## src/rtl/multi_timer.sv

```systemverilog
// -----------------------------------------------------------------------------
// multi_timer
//   Multi-channel down-counting timer for the traffic light controller.
//   Each channel loads a duration on start and counts down once per
//   oneHz_enable strobe. It runs either one-shot, holding expiry until the
//   next start, or auto-reload, giving a 1-cycle expiry pulse each period.
//
// Optional feature macro: TIMER_PAUSE_EN
//   When this macro is defined, the module gains a per-channel pause input.
//   While pause[i] is high, ticks are ignored for channel i.
//
// Parameters
//   CHANNELS      number of independent channels (>= 1)
//   WIDTH         counter / duration width in bits (>= 2)
//
// Ports
//   clk           system clock, rising edge
//   Reset_Sync    synchronous reset, active-low
//   oneHz_enable  tick strobe; each high clk cycle is one tick
//   start         per-channel load strobe (level: reloads every cycle held)
//   mode          per-channel mode, 0 = one-shot, 1 = auto-reload (sampled on start)
//   Value         per-channel duration, ch i at Value[i*WIDTH +: WIDTH]
//   pause         (TIMER_PAUSE_EN only) per-channel tick mask
//   expired       per-channel expiry (level in one-shot, pulse in reload)
//   busy          per-channel counting indicator (RUN state)
//   remaining     per-channel current count, same slicing as Value
// -----------------------------------------------------------------------------
module multi_timer #(
   parameter int CHANNELS = 2,
   parameter int WIDTH    = 4
) (
   input  logic                      clk,
   input  logic                      Reset_Sync,
   input  logic                      oneHz_enable,
   input  logic [CHANNELS-1:0]       start,
   input  logic [CHANNELS-1:0]       mode,
   input  logic [CHANNELS*WIDTH-1:0] Value,
`ifdef TIMER_PAUSE_EN
   input  logic [CHANNELS-1:0]       pause,
`endif
   output logic [CHANNELS-1:0]       expired,
   output logic [CHANNELS-1:0]       busy,
   output logic [CHANNELS*WIDTH-1:0] remaining
);

   typedef enum logic [1:0] {
      ST_IDLE = 2'd0,
      ST_RUN  = 2'd1,
      ST_DONE = 2'd2
   } state_t;

   // Per-channel qualified tick.
   logic [CHANNELS-1:0] tick_en;

`ifdef TIMER_PAUSE_EN
   assign tick_en = {CHANNELS{oneHz_enable}} & ~pause;
`else
   assign tick_en = {CHANNELS{oneHz_enable}};
`endif

   genvar gi;
   generate
      for (gi = 0; gi < CHANNELS; gi++) begin : g_ch
         state_t           state_reg;
         logic [WIDTH-1:0] cnt_reg;
         logic [WIDTH-1:0] reload_reg;
         logic             mode_reg;
         logic             expired_reg;
         logic [WIDTH-1:0] value_in;

         assign value_in = Value[gi*WIDTH +: WIDTH];

         always_ff @(posedge clk) begin
            if (!Reset_Sync) begin
               state_reg   <= ST_IDLE;
               cnt_reg     <= '0;
               reload_reg  <= '0;
               mode_reg    <= 1'b0;
               expired_reg <= 1'b0;
            end else if (start[gi]) begin
               // Start wins over a coincident tick: the count is loaded, not decremented.
               cnt_reg    <= value_in;
               reload_reg <= value_in;
               mode_reg   <= mode[gi];
               if (value_in == '0) begin
                  // A zero duration expires immediately. In reload mode a zero
                  // period makes no sense, so the channel falls back to IDLE
                  // after a single pulse.
                  expired_reg <= 1'b1;
                  state_reg   <= mode[gi] ? ST_IDLE : ST_DONE;
               end else begin
                  expired_reg <= 1'b0;
                  state_reg   <= ST_RUN;
               end
            end else begin
               case (state_reg)
                  ST_RUN: begin
                     // The reload pulse lasts one cycle unless re-asserted below.
                     expired_reg <= 1'b0;
                     if (tick_en[gi]) begin
                        if (cnt_reg > WIDTH'(1)) begin
                           cnt_reg <= cnt_reg - WIDTH'(1);
                        end else if (mode_reg) begin
                           cnt_reg     <= reload_reg;
                           expired_reg <= 1'b1;
                        end else begin
                           cnt_reg     <= '0;
                           expired_reg <= 1'b1;
                           state_reg   <= ST_DONE;
                        end
                     end
                  end
                  ST_DONE: begin
                     expired_reg <= 1'b1;
                  end
                  default: begin
                     expired_reg <= 1'b0;
                     state_reg   <= ST_IDLE;
                  end
               endcase
            end
         end

         assign expired[gi]                 = expired_reg;
         assign busy[gi]                    = (state_reg == ST_RUN);
         assign remaining[gi*WIDTH +: WIDTH] = cnt_reg;
      end
   endgenerate

endmodule
```

## config.mk

```make
export PLATFORM = sky130hd
export DESIGN_NAME = multi_timer
export DESIGN_NICKNAME = d
export VERILOG_FILES = /design/src/rtl/multi_timer.sv
export SDC_FILE = /design/constraint.sdc
export NUM_CORES = 1
export LEC_CHECK = 0
export ABC_CLOCK_PERIOD_IN_PS = 2200
export CORE_UTILIZATION = 51
export DETAILED_ROUTE_END_ITERATION = 16
export PLACE_DENSITY_LB_ADDON = 0.1
export SLEW_MARGIN = 20
export SYNTH_ARGS = -nofsm -noshare
export SYNTH_HDL_FRONTEND = slang
export SYNTH_SLANG_ARGS = --single-unit
```

## constraint.sdc

```tcl
create_clock -name clk -period 2.2 [get_ports clk]
set_input_delay 0.44 -clock clk [delete_from_list [all_inputs] [get_ports clk]]
set_output_delay 0.44 -clock clk [all_outputs]
set_load 0.01 [all_outputs]
```

# After elaboration in Yosys (flattened, before gate mapping)
# Index checks and enable logic that the tools add are counted.
dict set report op_classes {
  reduce_logical 10
  mux 34
  n_eq_ne 12
  add_sub_neg 2
  order_cmp 2
}
# cell count
set ops {}
lappend ops {{two-way mux 4 bit} 10}
lappend ops {{two-way mux 2 bit} 12}
lappend ops {{inequality test 3 bit (second input constant)} 6}
lappend ops {{greater-than comparator 4 x 1 -> 1 bit (second input constant)} 2}
lappend ops {{logical NOT 4 bit} 2}
lappend ops {{two-way mux 1 bit} 8}
lappend ops {{case mux 2 bit (2 select lines)} 2}
lappend ops {{AND reduction 4 bit} 2}
lappend ops {{nonzero test 2 bit} 4}
lappend ops {{subtractor 4 x 1 -> 4 bit (second input constant)} 2}
lappend ops {{equality test 2 x 1 -> 1 bit (second input constant)} 2}
lappend ops {{equality test 2 bit (second input constant)} 2}
lappend ops {{inequality test 2 bit (second input constant)} 2}
lappend ops {{case mux 1 bit (2 select lines)} 2}
lappend ops {{AND reduction 2 bit} 2}
dict set report totals {
  out_inout_bits 12
  elab_cells 70
  register_bits 24
}

# Logic depth before layout (Yosys ltp)
dict set report logic_depth {
  word_depth 5
  depth_mapped 7
}

# Worst setup path before layout
# OpenSTA, ideal clock, no wires.
dict set report synth_path {
  kind {reg-to-reg}
  from {reg g_ch[1].cnt_reg[0]}
  to {reg g_ch[1].cnt_reg[1]}
  setup_ps 125
  t_arrival_ps 1526
  path_stages_with_launch 8
  n_path_buf 1
  required_ps 2075
  setup_slack_ps 549
  path_cell_list {dfxtp_1 inv_1 ha_1 or2_1 clkbuf_1 and2_1 a311oi_1 o31ai_1}
}
dict set report synth_between {
  elab_chain_cells 5
  word_cells_on_any_way 6
  classes_between {add/sub (1); order compare (1); mux (4)}
}
# item line_no
set synth_rtl {}
lappend synth_rtl {{from (decl)} 65} ;# logic [WIDTH-1:0] cnt_reg;
lappend synth_rtl {{from (signal assigned)} 82} ;# cnt_reg <= value_in;
lappend synth_rtl {{from (signal assigned)} 102} ;# cnt_reg <= cnt_reg - WIDTH'(1);
lappend synth_rtl {{from (signal assigned)} 104} ;# cnt_reg <= reload_reg;
lappend synth_rtl {{subtractor 4 x 1 -> 4 bit / greater-than comparator 4 x 1 -> 1 bit (equally long branches)} {102, 101}}
lappend synth_rtl {{two-way mux 4 bit (*)} 101} ;# if (cnt_reg > WIDTH'(1)) begin
lappend synth_rtl {{two-way mux 4 bit (*)} 100} ;# if (tick_en[gi]) begin
lappend synth_rtl {{two-way mux 4 bit (*)} 96} ;# case (state_reg)
lappend synth_rtl {{two-way mux 4 bit (*)} 80} ;# end else if (start[gi]) begin
# Mark *: on every way between the ends. The rest lies on a longest branch, timed or not. The select of a mux whose other input is x is not followed.
# A chain may end at the register's enable or synchronous reset.

# Worst setup path after layout
dict set report layout_path {
  from {reg g_ch[1].state_reg[0]}
  to {out busy[1]}
}
dict set report layout_between {
  elab_chain_cells 1
}
# item line_no
set layout_rtl {}
lappend layout_rtl {{from (decl)} 64} ;# state_t state_reg;
lappend layout_rtl {{from (signal assigned)} 90} ;# state_reg <= mode[gi] ? ST_IDLE : ST_DONE;
lappend layout_rtl {{equality test 2 x 1 -> 1 bit} 125} ;# assign busy[gi] = (state_reg == ST_RUN);
lappend layout_rtl {{to (decl)} 42} ;# output logic [CHANNELS-1:0] busy,
# No other way between the ends.

==> PnR_summary.wiki <==
{| class="wikitable"
! Metric !! Value
|-
| Beginning of the critical path || g_ch[1].state_reg[0]
|-
| Clock period minus worst slack || 1.99 ns
|-
| Tcrit/Tclk final || 0.903
|-
| Max capacitance violation total || 0
|-
| RSZ-0062 raised after global routing || false
|-
| Worst-path clk slew || 0.13 ns
|-
| Data arrival time at the worst-slack endpoint || 1.55 ns
|-
| H-tree depth || 1
|-
| Total length of routed wires || 2970 um
|-
| Number of global-route vias before repair || 1,062
|-
| Worst Max-Slew Pin Slew || 0.472 ns
|-
| Clock tree from TritonCTS || done
|-
| Number of top-level design ports || 27
|-
| Main synth FF type || dfxtp_1
|-
| Data required time at the worst endpoint || 1.76 ns
|-
| Number of nets produced by synthesis || 180
|-
| Ordered list of cells on the worst path || ha_1 > clkdlybuf4s50_1
|-
| Via density per instance || 6.07
|-
| Insertion delay to the later sink of the worst-skew pair || 0.31 ns
|-
| Maximum ir drop on the vdd rail || 0.394 mV
|-
| Signed area change from the synthesized netlist to the final layout || 19.6%
|-
| Final net count || 205
|-
| First-pass GRT wire length || 4740 um
|-
| Core area || 0.00254 mm2
|-
| Total standard cell area after synthesis || 0.00140 mm2
|-
| Status || complete, no violations
|-
| Worst setup SP type || flip-flop
|-
| Area of all placed cells without fillers || 0.00168 mm2
|-
| Sum of negative setup slack || 0 ns
|-
| Post CTS Setup Buffer Count || 0
|-
| Clock tree buffer depth || 2
|-
| Worst Skew || 0.0106 ns
|-
| Crit-path max cell delay || 0.57 ns
|-
| Endpoints failing hold || 0
|-
| Timing-limited maximum frequency || 0.503 GHz
|-
| Cells after Synth || 157
|-
| Clock sinks || 24
|-
| Slew headroom || 0.683
|-
| Pin count of the biggest net entering global routing || 25
|-
| Crit Path Category || flip-flop to output port
|-
| Power per cell area || 540 mW/mm2
|-
| Detail-routed net length per standard cell || 14.1 um
|-
| Number of enable-type register cells in the synthesized netlist || 0
|-
| Count of antenna-violating nets left after detailed routing || 0
|-
| Layout cell share with drive strength beyond 1 || 0.0833
|-
| Remaining design rule violation count || 0
|-
| Critical Path Slowest Stage Cell || clkdlybuf4s50_1
|-
| Number of warning messages in the yosys log || 0
|-
| Detailed placer's ending HPWL || 2220 um
|-
| Routability congestion estimate from global placement || 0.842
|-
| Hold Buf Count CTS || 0
|-
| Overall global routing resource usage || 0.219
|-
| Filler Cells Inserted || 229
|-
| Reg-to-reg critical path startpoint || g_ch[0].cnt_reg[0]
|-
| Avg Inst Size Synth || 8.93 um2
|-
| Multi-input gate area in the final layout || 816 um2
|-
| Number of detailed-routing iterations run before antenna repair || 5
|-
| Min Hold Slack || 0.482 ns
|-
| Async set-reset flop share out of synthesis || 0
|-
| Total setup violations reported at the end of the flow || 0
|-
| Worst Setup End Kind || output port
|-
| Post-DP Area || 0.00165 mm2
|-
| Overflow left after global routing || 0
|-
| Number of antenna violations at the first check in global routing || 0
|-
| Worst-path maximum fanout || 6
|-
| Final max-slew violation count || 0
|-
| Class of the most critical hold timing path || flip-flop to flip-flop
|-
| Die Area || 0.00296 mm2
|-
| Sequential-to-total area share from yosys stat || 0.343
|-
| Count of standard-cell rows || 18
|-
| Starting density of the core || 0.551
|-
| Total of flip-flops plus latches after synthesis || 24
|-
| Cts bufs inserted || 3
|-
| Die width || 54.4 um
|-
| Vias after detailed routing || 1,274
|-
| Leak Pwr || 0.000634 uW
|-
| Floorplan die height || 54.4 um
|-
| Storage element area || 480 um2
|-
| Number of buffers added on ports || 26
|-
| Master cell of the clock root buffer || clkbuf_4
|-
| Unique masters post-synth || 46
|-
| ANT cells || 0
|-
| Startpoint of the most critical hold path || g_ch[0].reload_reg[2]
|-
| CTS-repair resized insts || 0
|-
| 1st-iter DRT viols || 35
|}
[power breakdown]
part	internal, uW	total, uW	switching, uW	leakage [uW]
Sequential	460	490	29.5	0.000198
Combinational	114	224	110	0.000422
Clock	63.9	191	128	0.0000138
[final cells by class]
cell class,count,share of cell area
multi-input combinational,114,0.487
sequential,24,0.287
timing repair buffer,29,0.169
inverter,10,0.0224
tap,30,0.0224
clock buffer,3,0.0134
[worst paths after layout]
path | endpoint | slack (ns) | cells after the start
max | busy[1] | 0.21 | 2
min | g_ch[0].reload_reg[2] | 0.48 | 2
max reg2reg | g_ch[0].state_reg[1] | 0.42 | 6
min reg2reg | g_ch[0].reload_reg[2] | 0.48 | 2
[metal layers]
metal,global-route usage,up-vias,share of wire
met4,0.0513,0,0.0047
li1,-,620,-
met3,0.0417,4,0.063
met2,0.331,55,0.43
met1,0.317,595,0.50
met5,0,-,0
[critical path: cells and delay by family (launching register included)]
kind	cells	cell delay, ns
adders and majority gates	1	0.28
DFF	1	0.40
buffers and inverters	1	0.57
[cell usage after synthesis (2+ instances only)]
master,instances,share of area
clkbuf_1,3,0.0080
dfxtp_1,24,0.34
nor2_1,9,0.024
a311oi_1,5,0.031
nand3_1,5,0.018
nor2b_1,8,0.036
mux2i_1,9,0.064
a211oi_1,2,0.011
buf_4,2,0.011
a31oi_1,4,0.018
and2_1,4,0.018
a21oi_1,11,0.039
o31ai_1,4,0.021
nand2_1,8,0.021
nor3_1,4,0.014
a21boi_1,4,0.021
nor4_1,2,0.0089
inv_1,9,0.024
ha_1,8,0.071
buf_2,2,0.0071
nand2b_1,5,0.022
[metrics by stage]
step | instances | power, uW | setup WS [ns] | utilization
global route | 210 | 955 | 0.120 | 0.659
CTS | 210 | 911 | 0.208 | 0.659
global placement | 207 | 713 | 0.367 | 0.650
finish | 210 | 905 | 0.214 | 0.659
detailed placement | 207 | 720 | 0.321 | 0.650
floorplan | 157 | 634 | 0.549 | -
[kinds of logic (layout without fill, tap and decap cells)]
logic type,after synthesis,after routing,synth area share
flops,24,24,0.343
buf+inv,19,42,0.0750
mux,9,9,0.0643
fa+ha+maj,8,8,0.0714
simple gates,54,54,0.220
compound gates,43,43,0.227
[layout by cell type, fill, tap and decap left out, types with 3 or more instances in the layout]
master	Yosys	final
clkdlybuf4s50_1	0	26
nand2b_1	5	5
nor2b_1	8	8
a311oi_1	5	5
inv_1	9	9
nor3_1	4	4
clkbuf_4	0	3
nand3_1	5	5
a21boi_1	4	4
nor2_1	9	9
o31ai_1	4	4
nand2_1	8	8
ha_1	8	8
buf_4	2	3
and2_1	4	4
a31oi_1	4	4
dfxtp_1	24	24
mux2i_1	9	9
a21oi_1	11	11
Note: power is estimated with default switching activity, not from simulation.
